--- src/rtl/kcpsm_io_hub_pkg.sv ---
// Shared port map and interrupt state encoding for the KCPSM6 I/O hub.
package kcpsm_io_hub_pkg;

  // Read ports
  localparam logic [7:0] PA_BTNS    = 8'h00;
  localparam logic [7:0] PA_SW_LO   = 8'h01;
  localparam logic [7:0] PA_SW_HI   = 8'h02;
  localparam logic [7:0] PA_SYSREG0 = 8'h03;
  localparam logic [7:0] PA_STATUS  = 8'h0E;
  localparam logic [7:0] PA_OVERRUN = 8'h0F;

  // Write ports
  localparam logic [7:0] PA_LED_LO  = 8'h01;
  localparam logic [7:0] PA_LED_HI  = 8'h02;
  localparam logic [7:0] PA_MOTCTL  = 8'h09;
  localparam logic [7:0] PA_DIG0    = 8'h10;
  localparam logic [7:0] PA_DP      = 8'h18;
  localparam logic [7:0] PA_CLEAR   = 8'h1F;

  typedef enum logic {
    IRQ_IDLE = 1'b0,
    IRQ_PEND = 1'b1
  } irq_state_e;

  typedef struct packed {
    logic       en;
    logic [7:0] addr;
    logic [7:0] data;
  } wr_req_t;

endpackage

--- src/rtl/kcpsm_io_hub_irq.sv ---
// Interrupt request/ack FSM with saturating overrun count.
// Optional ack watchdog built when IO_WATCHDOG_EN is defined.
module kcpsm_io_hub_irq
  import kcpsm_io_hub_pkg::*;
#(
  parameter int WDOG_CYCLES = 1000000
) (
  input  logic       sysclk,
  input  logic       sysreset,
  input  logic       upd,
  input  logic       ack,
  input  logic       clr,
  output logic       interrupt,
  output logic [7:0] overrun,
  output logic       wdog_trip
);

  irq_state_e state_q;

  always_ff @(posedge sysclk) begin
    if (!sysreset) begin
      state_q   <= IRQ_IDLE;
      interrupt <= 1'b0;
      overrun   <= '0;
    end else begin
      case (state_q)
        IRQ_IDLE: if (upd) begin
          state_q   <= IRQ_PEND;
          interrupt <= 1'b1;
        end
        IRQ_PEND: begin
          // a fresh event arriving with the ack re-arms the request
          if (ack && !upd) begin
            state_q   <= IRQ_IDLE;
            interrupt <= 1'b0;
          end else if (upd && !ack && overrun != 8'hFF) begin
            overrun <= overrun + 8'd1;
          end
        end
        default: begin
          state_q   <= IRQ_IDLE;
          interrupt <= 1'b0;
        end
      endcase
      if (clr) overrun <= '0;
    end
  end

`ifdef IO_WATCHDOG_EN
  localparam int CW = $clog2(WDOG_CYCLES + 1);
  logic [CW-1:0] wd_cnt;

  always_ff @(posedge sysclk) begin
    if (!sysreset) begin
      wd_cnt    <= '0;
      wdog_trip <= 1'b0;
    end else begin
      if (clr) wdog_trip <= 1'b0;
      if (state_q == IRQ_PEND) begin
        if (wd_cnt == CW'(WDOG_CYCLES - 1)) begin
          wd_cnt    <= '0;
          wdog_trip <= 1'b1;
        end else begin
          wd_cnt <= wd_cnt + 1'b1;
        end
      end else begin
        wd_cnt <= '0;
      end
    end
  end
`else
  localparam int unused_wdog_cycles = WDOG_CYCLES;
  assign wdog_trip = 1'b0;
`endif

endmodule

--- src/rtl/kcpsm_io_hub.sv ---
// KCPSM6 port-mapped register hub: buttons/switches/sysreg snapshot in, LEDs/7-seg/motor out.
// Define IO_WATCHDOG_EN to build the interrupt-ack watchdog that parks the motors.
module kcpsm_io_hub
  import kcpsm_io_hub_pkg::*;
#(
  parameter int NUM_DIGITS  = 8,
  parameter int DIGIT_W     = 5,
  parameter int NUM_SYSREGS = 6,
  parameter int LED_W       = 16,
  parameter int SW_W        = 16,
  parameter int BTN_W       = 6,
  parameter int WDOG_CYCLES = 1000000
) (
  input  logic                          sysclk,
  input  logic                          sysreset,
  input  logic [BTN_W-1:0]              dbbtns,
  input  logic [SW_W-1:0]               switches,
  input  logic [7:0]                    port_id,
  input  logic [7:0]                    io_data_in,
  input  logic                          write_strobe,
  input  logic                          k_write_strobe,
  input  logic                          read_strobe,
  output logic [7:0]                    io_data_out,
  output logic                          interrupt,
  input  logic                          interrupt_ack,
  input  logic [NUM_SYSREGS*8-1:0]      sysregs_in,
  input  logic                          upd_sysregs,
  output logic [7:0]                    motctl,
  output logic [NUM_DIGITS*DIGIT_W-1:0] digits,
  output logic [NUM_DIGITS-1:0]         dp,
  output logic [LED_W-1:0]              leds
);

  wr_req_t                                wr;
  logic                                   clr;
  logic [7:0]                             overrun;
  logic                                   wdog_trip;
  logic [7:0]                             rd_mux;
  logic [15:0]                            sw_ext;
  logic [7:0]                             btn_ext;
  logic [NUM_SYSREGS-1:0][7:0]            snap_q;
  logic [NUM_DIGITS-1:0][DIGIT_W-1:0]     dig_q;
  logic                                   unused_read_strobe;

  // Reads have no side effects, so the INPUT strobe carries no information here.
  assign unused_read_strobe = read_strobe;

  // OUTPUTK only carries a 4-bit port, so it can never reach 0x10-0x1F.
  always_comb begin
    wr      = '0;
    wr.data = io_data_in;
    if (write_strobe) begin
      wr.en   = 1'b1;
      wr.addr = port_id;
    end else if (k_write_strobe) begin
      wr.en   = 1'b1;
      wr.addr = {4'h0, port_id[3:0]};
    end
  end

  assign clr = wr.en && (wr.addr == PA_CLEAR);

  kcpsm_io_hub_irq #(.WDOG_CYCLES(WDOG_CYCLES)) u_irq (
    .sysclk    (sysclk),
    .sysreset  (sysreset),
    .upd       (upd_sysregs),
    .ack       (interrupt_ack),
    .clr       (clr),
    .interrupt (interrupt),
    .overrun   (overrun),
    .wdog_trip (wdog_trip)
  );

  always_comb begin
    sw_ext              = '0;
    sw_ext[SW_W-1:0]    = switches;
    btn_ext             = '0;
    btn_ext[BTN_W-1:0]  = dbbtns;
    rd_mux              = '0;
    case (port_id)
      PA_BTNS:    rd_mux = btn_ext;
      PA_SW_LO:   rd_mux = sw_ext[7:0];
      PA_SW_HI:   rd_mux = sw_ext[15:8];
      PA_STATUS:  rd_mux = {6'b0, wdog_trip, |overrun};
      PA_OVERRUN: rd_mux = overrun;
      default: begin
        for (int i = 0; i < NUM_SYSREGS; i++)
          if (port_id == 8'(PA_SYSREG0 + i)) rd_mux = snap_q[i];
      end
    endcase
  end

  always_ff @(posedge sysclk) begin
    if (!sysreset) begin
      io_data_out <= '0;
      motctl      <= '0;
      dig_q       <= '0;
      dp          <= '0;
      leds        <= '0;
      snap_q      <= '0;
    end else begin
      if (wr.en) begin
        for (int i = 0; i < LED_W; i++)
          if (wr.addr == ((i < 8) ? PA_LED_LO : PA_LED_HI)) leds[i] <= wr.data[i % 8];
        if (wr.addr == PA_MOTCTL) motctl <= wr.data;
        for (int i = 0; i < NUM_DIGITS; i++)
          if (wr.addr == 8'(PA_DIG0 + i)) dig_q[i] <= wr.data[DIGIT_W-1:0];
        if (wr.addr == PA_DP) dp <= wr.data[NUM_DIGITS-1:0];
      end
      // a tripped watchdog parks the motors and overrides any write
      if (wdog_trip) motctl <= '0;
      if (upd_sysregs) snap_q <= sysregs_in;
      io_data_out <= rd_mux;
    end
  end

  assign digits = dig_q;

endmodule

--- config.mk ---
export PLATFORM = sky130hd
export DESIGN_NAME = kcpsm_io_hub
export DESIGN_NICKNAME = d
export VERILOG_FILES = /design/src/rtl/kcpsm_io_hub_pkg.sv /design/src/rtl/kcpsm_io_hub_irq.sv /design/src/rtl/kcpsm_io_hub.sv
export SDC_FILE = /design/constraint.sdc
export NUM_CORES = 1
export LEC_CHECK = 0
export CAP_MARGIN = 10
export CORE_MARGIN = 1.5
export CORE_UTILIZATION = 43
export CTS_CLUSTER_SIZE = 10
export DETAILED_ROUTE_END_ITERATION = 16
export PLACE_DENSITY = 0.77
export REMOVE_ABC_BUFFERS = 1
export SLEW_MARGIN = 5
export SYNTH_ARGS = -nofsm -noshare
export SYNTH_HDL_FRONTEND = slang
export SYNTH_SLANG_ARGS = --single-unit
--- constraint.sdc ---
create_clock -name sysclk -period 1.75 [get_ports sysclk]
set_input_delay 0.175 -clock sysclk [delete_from_list [all_inputs] [get_ports sysclk]]
set_output_delay 0.175 -clock sysclk [all_outputs]
set_load 0.01 [all_outputs]
==> run_summary.xml, run 1 <==
<?xml version="1.0" encoding="UTF-8"?>
<metrics>
  <group name="run_status">
    <metric name="outcome" unit="">completed</metric>
  </group>
  <group name="yosys">
    <metric name="synth-async-reset-ratio" unit="">0</metric>
    <metric name="synth_area_per_cell" unit="um2">9.78</metric>
    <metric name="yosysUniqueCellTypes" unit="">57</metric>
    <metric name="netlist_instances" unit="">628</metric>
    <metric name="yosysWarnings" unit="">0</metric>
    <metric name="synth.ff_latch_count" unit="">138</metric>
    <metric name="syn-cell-area" unit="mm2">0.00614</metric>
    <metric name="ys_dominant_reg_cell" unit="">sky130_fd_sc_hd__dfxtp_1</metric>
    <metric name="synth_enable_flop_cells" unit="">0</metric>
    <metric name="seq_area_frac_synth" unit="">0.450</metric>
  </group>
  <group name="worst_setup_path">
    <metric name="critical_path.startpoint_type" unit="">primary input</metric>
    <metric name="worst-endpoint-arrival" unit="ns">2.00</metric>
    <metric name="r2r_start" unit="">u_irq.overrun[0]</metric>
    <metric name="worst_ep_required_time" unit="ns">2.06</metric>
    <metric name="timing_worst_setup_path_type" unit="">in -&gt; reg</metric>
    <metric name="timing.critical_path.to" unit="">digits[20]</metric>
    <metric name="endpoint_kind" unit="">flop</metric>
    <metric name="rr_endpoint" unit="">u_irq.overrun[5]</metric>
    <metric name="worst-r2r-setup-slack" unit="ns">0.09</metric>
    <metric name="worstSetupStartpoint" unit="">port_id[5]</metric>
    <metric name="worst-r2r-cell-count" unit="">6</metric>
    <metric name="timing.critical_path.fanout_max" unit="">5</metric>
  </group>
  <group name="floorplan">
    <metric name="die-area" unit="mm2">0.0150</metric>
    <metric name="dieWidth" unit="um">123</metric>
    <metric name="fp-row-count" unit="">43</metric>
    <metric name="design.portCount" unit="">174</metric>
    <metric name="design.core.area" unit="mm2">0.0139</metric>
    <metric name="start_util" unit="">0.441</metric>
    <metric name="die_height" unit="um">123</metric>
  </group>
  <group name="clocking">
    <metric name="ctsHoldBuffers" unit="">0</metric>
    <metric name="clk_transition_reported_paths" unit="ns">0.06</metric>
    <metric name="number_of_buffers_created_by_cts" unit="">17</metric>
    <metric name="cts_root_buf" unit="">sky130_fd_sc_hd__clkbuf_16</metric>
    <metric name="clock_latency" unit="ns">0.42</metric>
    <metric name="htreeDepth" unit="">4</metric>
    <metric name="ctsLongestPathBuffers" unit="">2</metric>
    <metric name="post_cts_buffers" unit="">0</metric>
    <metric name="tritoncts_clock_tree" unit="">yes</metric>
    <metric name="cts_num_sinks" unit="">138</metric>
  </group>
  <group name="placed_design">
    <metric name="placed_area" unit="mm2">0.00841</metric>
    <metric name="replace_congestion" unit="">0.826</metric>
    <metric name="port_buffers" unit="">172</metric>
    <metric name="dpl.hpwl" unit="mm">13.1</metric>
  </group>
  <group name="timing">
    <metric name="timing.final.crit_share" unit="">0.963</metric>
    <metric name="fmaxAchievable" unit="MHz">593</metric>
    <metric name="worstMarginPinSlew" unit="ns">0.543</metric>
    <metric name="final_hold_viol_count" unit="">0</metric>
    <metric name="grt_setup_unrepaired" unit="">false</metric>
    <metric name="fin_skew" unit="ns">0.00710</metric>
    <metric name="final-max-slew-violation-count" unit="">0</metric>
    <metric name="normalized_max_slew_margin" unit="">0.637</metric>
    <metric name="post_layout_minimum_cycle_time" unit="ns">1.69</metric>
    <metric name="setup_viol_count_final" unit="">0</metric>
  </group>
  <group name="global_routing">
    <metric name="antenna_found_initial" unit="">0</metric>
    <metric name="grt_pass1_vias" unit="">5685</metric>
    <metric name="global_route.usage.total" unit="">0.247</metric>
    <metric name="first_pass_grt_wire_length" unit="mm">28.6</metric>
    <metric name="largest_net_degree_at_the_start_of_global_routing" unit="">79</metric>
    <metric name="grt_remaining_overflow" unit="">0</metric>
  </group>
  <group name="detailed_routing">
    <metric name="route.final.wire_length" unit="mm">18.0</metric>
    <metric name="drt_pass1_iterations" unit="">7</metric>
    <metric name="route.antenna.remaining_nets" unit="">0</metric>
    <metric name="drt_iter0_drc" unit="">333</metric>
    <metric name="route.detailed.wl_per_inst" unit="um">17.6</metric>
    <metric name="viasPerCell" unit="">5.14</metric>
    <metric name="routed-via-count" unit="">5272</metric>
    <metric name="drc_errors" unit="">0</metric>
  </group>
  <group name="final_layout">
    <metric name="flow.area_growth_from_synthesis" unit="%">47.6</metric>
    <metric name="ratio_of_cells_with_drive_above_1_in_the_final_layout" unit="">0.135</metric>
    <metric name="nets" unit="">928</metric>
    <metric name="finalInstanceArea" unit="mm2">0.00907</metric>
    <metric name="mostFrequentLayoutCells" unit="">170 x sky130_fd_sc_hd__clkdlybuf4s50_1, 138 x sky130_fd_sc_hd__dfxtp_1, 120 x sky130_fd_sc_hd__mux2i_1</metric>
    <metric name="utilization" unit="">0.651</metric>
    <metric name="diodes" unit="">0</metric>
    <metric name="final_common_cell" unit="">sky130_fd_sc_hd__clkdlybuf4s50_1</metric>
  </group>
  <group name="worst_hold_path">
    <metric name="hold_class" unit="">in -&gt; reg</metric>
  </group>
  <group name="pwr">
    <metric name="total_power" unit="mW">7.92</metric>
    <metric name="peakVddDrop" unit="uV">723</metric>
    <metric name="cellLeakagePower" unit="nW">3.42</metric>
    <metric name="power.density_cell_area" unit="mW/mm2">873</metric>
  </group>
  <group name="flow_run">
    <metric name="max-cap-violations" unit="">0</metric>
  </group>
</metrics>
-- critical path, stage by stage --
cell and delay, ns:
sky130_fd_sc_hd__clkdlybuf4s50_1 0.41, sky130_fd_sc_hd__or3_4 0.40, sky130_fd_sc_hd__buf_4 0.16, sky130_fd_sc_hd__nor3_2 0.21, sky130_fd_sc_hd__and3_1 0.19, sky130_fd_sc_hd__buf_4 0.16
sky130_fd_sc_hd__mux2i_1 0.21, sky130_fd_sc_hd__nor2b_1 0.07
-- what timing repair did --
action | CTS | global route
gates resized for setup | 2 | 4
pin swaps | 0 | 2
endpoints found under the setup margin | 8 | 19
cloned | 0 | 0
-- flip-flops by register name, indices dropped and copies added (netlist names) --
name	cells
io_data_out	8
u_irq.interrupt	1
digits	40
snap_q	48
u_irq.overrun	8
dp	8
u_irq.state_q	1
motctl	8
leds	16
-- routing by layer --
metal,vias to the layer above,part of all wire,GRT usage
met4,0,0.014,0.0828
met2,169,0.48,0.413
met1,2497,0.42,0.292
met5,-,0,0
li1,2583,-,-
met3,23,0.081,0.0948
-- worst min-delay path by stage --
stage | startpoint | end | slack (ns) | depth (start not counted)
global placement | motctl[0] | motctl[0] | 0.44 | 2
CTS | sysreset | digits[31] | 0.15 | 2
floorplan | sysreset | u_irq.state_q | 0.29 | 1
detailed placement | leds[8] | leds[8] | 0.44 | 2
finish | sysreset | digits[31] | 0.15 | 2
global route | sysreset | digits[31] | 0.16 | 2
-- cells by family after synthesis --
family	synth area share
compound gates	0.0913
xor+xnor	0.00856
fa+ha+maj	0.00407
buf+inv	0.0356
flops	0.450
mux	0.212
simple gates	0.199
-- through the flow --
| stage | hold slack, ns | worst slack, ns | TNS, ns | instances |
|---|---|---|---|---|
| after detailed placement | 0.445 | -0.487 | -27.81 | 994 |
| after CTS | 0.147 | 0.00538 | 0 | 1026 |
| after floorplan | 0.293 | -0.0466 | -0.233 | 584 |
| after global routing | 0.158 | 0.00524 | 0 | 1026 |
| final | 0.154 | 0.0643 | 0 | 1026 |
| after global placement | 0.443 | -0.414 | -24.31 | 994 |
-- final cells by class --
cell class	count	area, um2
Multi-Input combinational cell	439	3180
Tap cell	180	225
Clock buffer	18	439
Fill cell	1064	4870
Inverter	7	26.3
Timing Repair Buffer	230	2240
Sequential cell	138	2760
Clock inverter	14	195
-- cell usage after synthesis, drive strengths merged (3+ instances only) --
| cell | instances | area, um2 |
|---|---|---|
| dfxtp | 138 | 2760 |
| mux2i | 120 | 1200 |
| nor2b | 100 | 626 |
| nand2 | 55 | 206 |
| clkbuf | 31 | 116 |
| nor2 | 23 | 101 |
| o21ai | 20 | 100 |
| a21oi | 19 | 95.1 |
| buf | 13 | 76.3 |
| nand3 | 11 | 55.1 |
| nor3 | 11 | 75.1 |
| inv | 7 | 26.3 |
| a21o | 6 | 45.0 |
| a211oi | 5 | 37.5 |
| a21boi | 5 | 37.5 |
| a221oi | 3 | 26.3 |
| a22oi | 3 | 22.5 |
| a32o | 3 | 30.0 |
| a32oi | 3 | 26.3 |
| and3 | 3 | 18.8 |
| mux2 | 3 | 33.8 |
| mux4 | 3 | 67.6 |
| nand4 | 3 | 18.8 |
| nor4 | 3 | 33.8 |
| or2 | 3 | 18.8 |
| xnor2 | 3 | 26.3 |
| xor2 | 3 | 26.3 |
-- power breakdown --
group          internal, mW  leakage, nW  switching, mW
clock network          2.43        0.299           1.42
logic                 0.451         1.99          0.355
registers              3.22         1.12         0.0443
total                  6.10         3.42           1.82
Power figures use the tool's default switching activity.
==> inputs of run 2 (changes only) <==
--- a/config.mk
+++ b/config.mk
@@ -7,10 +7,12 @@
 export LEC_CHECK = 0
 export CAP_MARGIN = 10
 export CORE_MARGIN = 1.5
-export CORE_UTILIZATION = 43
+export CORE_UTILIZATION = 50
+export CTS_CLUSTER_DIAMETER = 40
 export CTS_CLUSTER_SIZE = 10
 export DETAILED_ROUTE_END_ITERATION = 16
-export PLACE_DENSITY = 0.77
+export DONT_BUFFER_PORTS = 1
+export PLACE_DENSITY = 0.69
 export REMOVE_ABC_BUFFERS = 1
 export SLEW_MARGIN = 5
 export SYNTH_ARGS = -nofsm -noshare
==> run 2 against run 1 <==
Via count is 6.6% lower; critical path depth stayed put; global-route usage is 2.3 points higher; clock power is 5.5% lower; first-iteration DRC count is 2.1% lower; total power is 5.4% lower; critical path type unchanged; largest cell class unchanged; largest power group unchanged.
==> run_summary.xml, run 2 (synthesized netlist as in run 1, its figures left out) <==
<?xml version="1.0" encoding="UTF-8"?>
<metrics>
  <group name="worst_setup_path">
    <metric name="rr_endpoint" unit="">u_irq.overrun[7]</metric>
    <metric name="critical_path.startpoint_type" unit="">primary input</metric>
    <metric name="timing_worst_setup_path_type" unit="">in -&gt; reg</metric>
    <metric name="endpoint_kind" unit="">flop</metric>
    <metric name="critical_path.cell_chain" unit="">or3_4 -&gt; or2_1 -&gt; buf_6 -&gt; nor2_4 -&gt; buf_6 -&gt; mux2i_1 -&gt; nor2b_1 -&gt; dlygate4sd3_1</metric>
    <metric name="worst-endpoint-arrival" unit="ns">1.98</metric>
    <metric name="worst-r2r-cell-count" unit="">6</metric>
    <metric name="worst_ep_required_time" unit="ns">2.05</metric>
    <metric name="crit_path_max_incr_delay" unit="ns">0.55</metric>
    <metric name="critical_path.slowest_cell" unit="">sky130_fd_sc_hd__dlygate4sd3_1</metric>
    <metric name="r2r_start" unit="">u_irq.overrun[1]</metric>
    <metric name="cp_common_cell" unit="">sky130_fd_sc_hd__buf_6</metric>
    <metric name="worst-r2r-setup-slack" unit="ns">0.20</metric>
    <metric name="timing.critical_path.fanout_max" unit="">5</metric>
  </group>
  <group name="detailed_routing">
    <metric name="route.final.wire_length" unit="mm">16.9</metric>
    <metric name="route.detailed.wl_per_inst" unit="um">19.7</metric>
    <metric name="drt_iter0_drc" unit="">326</metric>
    <metric name="drc_errors" unit="">0</metric>
    <metric name="drt_pass1_iterations" unit="">5</metric>
    <metric name="routed-via-count" unit="">4924</metric>
    <metric name="viasPerCell" unit="">5.71</metric>
    <metric name="route.antenna.remaining_nets" unit="">0</metric>
  </group>
  <group name="final_layout">
    <metric name="ratio_of_cells_with_drive_above_1_in_the_final_layout" unit="">0.101</metric>
    <metric name="nets" unit="">798</metric>
    <metric name="diodes" unit="">0</metric>
    <metric name="utilization" unit="">0.647</metric>
    <metric name="flow.area_growth_from_synthesis" unit="%">26.5</metric>
    <metric name="largest_register_ffs" unit="">48</metric>
    <metric name="top_register" unit="">snap_q</metric>
    <metric name="finalNonFillerCells" unit="">862</metric>
    <metric name="final_common_cell" unit="">sky130_fd_sc_hd__dfxtp_1</metric>
    <metric name="mostFrequentLayoutCells" unit="">138 x sky130_fd_sc_hd__dfxtp_1, 120 x sky130_fd_sc_hd__mux2i_1, 100 x sky130_fd_sc_hd__nor2b_1</metric>
  </group>
  <group name="timing">
    <metric name="timing.final.crit_share" unit="">0.957</metric>
    <metric name="worstMarginPinSlew" unit="ns">0.508</metric>
    <metric name="setup_viol_count_final" unit="">0</metric>
    <metric name="hold_slack" unit="ns">0.0413</metric>
    <metric name="final_hold_viol_count" unit="">0</metric>
    <metric name="fmaxAchievable" unit="MHz">597</metric>
    <metric name="fin_skew" unit="ns">0.00357</metric>
    <metric name="normalized_max_slew_margin" unit="">0.652</metric>
    <metric name="post_layout_minimum_cycle_time" unit="ns">1.67</metric>
    <metric name="final-max-slew-violation-count" unit="">0</metric>
    <metric name="grt_setup_unrepaired" unit="">false</metric>
  </group>
  <group name="clocking">
    <metric name="cts_num_sinks" unit="">138</metric>
    <metric name="number_of_buffers_created_by_cts" unit="">17</metric>
    <metric name="htreeDepth" unit="">4</metric>
    <metric name="clk_transition_reported_paths" unit="ns">0.06</metric>
    <metric name="clock_latency" unit="ns">0.42</metric>
    <metric name="tritoncts_clock_tree" unit="">yes</metric>
    <metric name="ctsLongestPathBuffers" unit="">2</metric>
    <metric name="cts_root_buf" unit="">sky130_fd_sc_hd__clkbuf_16</metric>
  </group>
  <group name="floorplan">
    <metric name="design.portCount" unit="">174</metric>
    <metric name="design.core.area" unit="mm2">0.0120</metric>
    <metric name="die_height" unit="um">114</metric>
    <metric name="start_util" unit="">0.511</metric>
    <metric name="fp-row-count" unit="">40</metric>
    <metric name="dieWidth" unit="um">114</metric>
    <metric name="die-area" unit="mm2">0.0130</metric>
  </group>
  <group name="placed_design">
    <metric name="dpl.hpwl" unit="mm">10.3</metric>
    <metric name="replace_congestion" unit="">0.889</metric>
    <metric name="port_buffers" unit="">0</metric>
    <metric name="dp.cells" unit="">753</metric>
  </group>
  <group name="flow_run">
    <metric name="max-cap-violations" unit="">0</metric>
  </group>
  <group name="global_routing">
    <metric name="first_pass_grt_wire_length" unit="mm">26.8</metric>
    <metric name="largest_net_degree_at_the_start_of_global_routing" unit="">106</metric>
    <metric name="global_route.usage.total" unit="">0.271</metric>
    <metric name="antenna_found_initial" unit="">0</metric>
    <metric name="grt_pass1_vias" unit="">5060</metric>
    <metric name="grt_remaining_overflow" unit="">0</metric>
  </group>
  <group name="pwr">
    <metric name="cellLeakagePower" unit="nW">2.97</metric>
    <metric name="total_power" unit="mW">7.49</metric>
    <metric name="power.density_cell_area" unit="mW/mm2">963</metric>
    <metric name="peakVddDrop" unit="uV">649</metric>
  </group>
  <group name="run_status">
    <metric name="outcome" unit="">completed</metric>
  </group>
  <group name="worst_hold_path">
    <metric name="hold_class" unit="">in -&gt; reg</metric>
    <metric name="endpoint_of_the_worst_hold_path" unit="">snap_q[31]</metric>
    <metric name="hold_depth" unit="">2</metric>
    <metric name="timing.hold.worst.start" unit="">sysregs_in[31]</metric>
  </group>
</metrics>
run 2: cell types whose count changed in the layout (fill, tap and decap cells not counted), sizes merged, moves of 2 or more:
cell | before | now
clkinvlp | 4 | 6
clkbuf | 18 | 21
buf | 60 | 25
clkdlybuf4s50 | 170 | 0
inv | 9 | 7
clkinv | 4 | 1
dlygate4sd3 | 0 | 75
run 2: final cells by class:
cell class                      count  area [um2]
Multi-Input combinational cell    439        3170
Tap cell                          147         184
Timing Repair Buffer              100        1030
Inverter                            7        26.3
Clock buffer                       21         460
Fill cell                         952        4240
Sequential cell                   138        2760
Clock inverter                     10         144
run 2: worst max path at each step:
stage,startpoint,to,depth (start not counted)
floorplan,port_id[5],digits[0],5
global placement,port_id[5],digits[1],5
detailed placement,port_id[5],digits[21],6
CTS,port_id[5],digits[14],8
global route,port_id[5],digits[11],8
finish,port_id[5],digits[12],8
run 2: layer usage:
metal	vias to the layer above	global-route usage	part of all wire	routed length, um
li1	2338	-	-	-
met1	2352	0.319	0.41	6870
met2	205	0.453	0.48	8150
met3	29	0.0988	0.093	1580
met4	0	0.0975	0.021	354
met5	-	0	0	0
run 2: power breakdown:
part | switching [mW] | leakage [nW] | internal, mW
logic | 0.252 | 1.57 | 0.321
clock network | 1.34 | 0.274 | 2.31
registers | 0.0490 | 1.12 | 3.22
run 2: stage by stage:
step / instance area, um2 / setup TNS [ns] / setup WS [ns]
finish: 7770 / 0 / 0.0752
global route: 7770 / 0 / 0.0165
CTS: 7750 / 0 / 0.0528
detailed placement: 6350 / -0.0236 / -0.0203
global placement: 6350 / 0 / 0.00584
floorplan: 5950 / -0.233 / -0.0466
run 2: worst max-delay path: cells and delay by family:
family	cells	cell delay, ns
buffers and inverters	3	0.82
muxes	1	0.19
and+or+nand+nor	4	0.80
run 2: what timing repair did:
| action | 4_1_cts | 5_1_grt |
|---|---|---|
| gates resized for setup | 0 | 3 |
| endpoints found under the hold margin | 129 | 0 |
| hold buffers | 77 | 0 |
| endpoints found under the setup margin | 0 | 4 |
| buffers inserted | 0 | 1 |
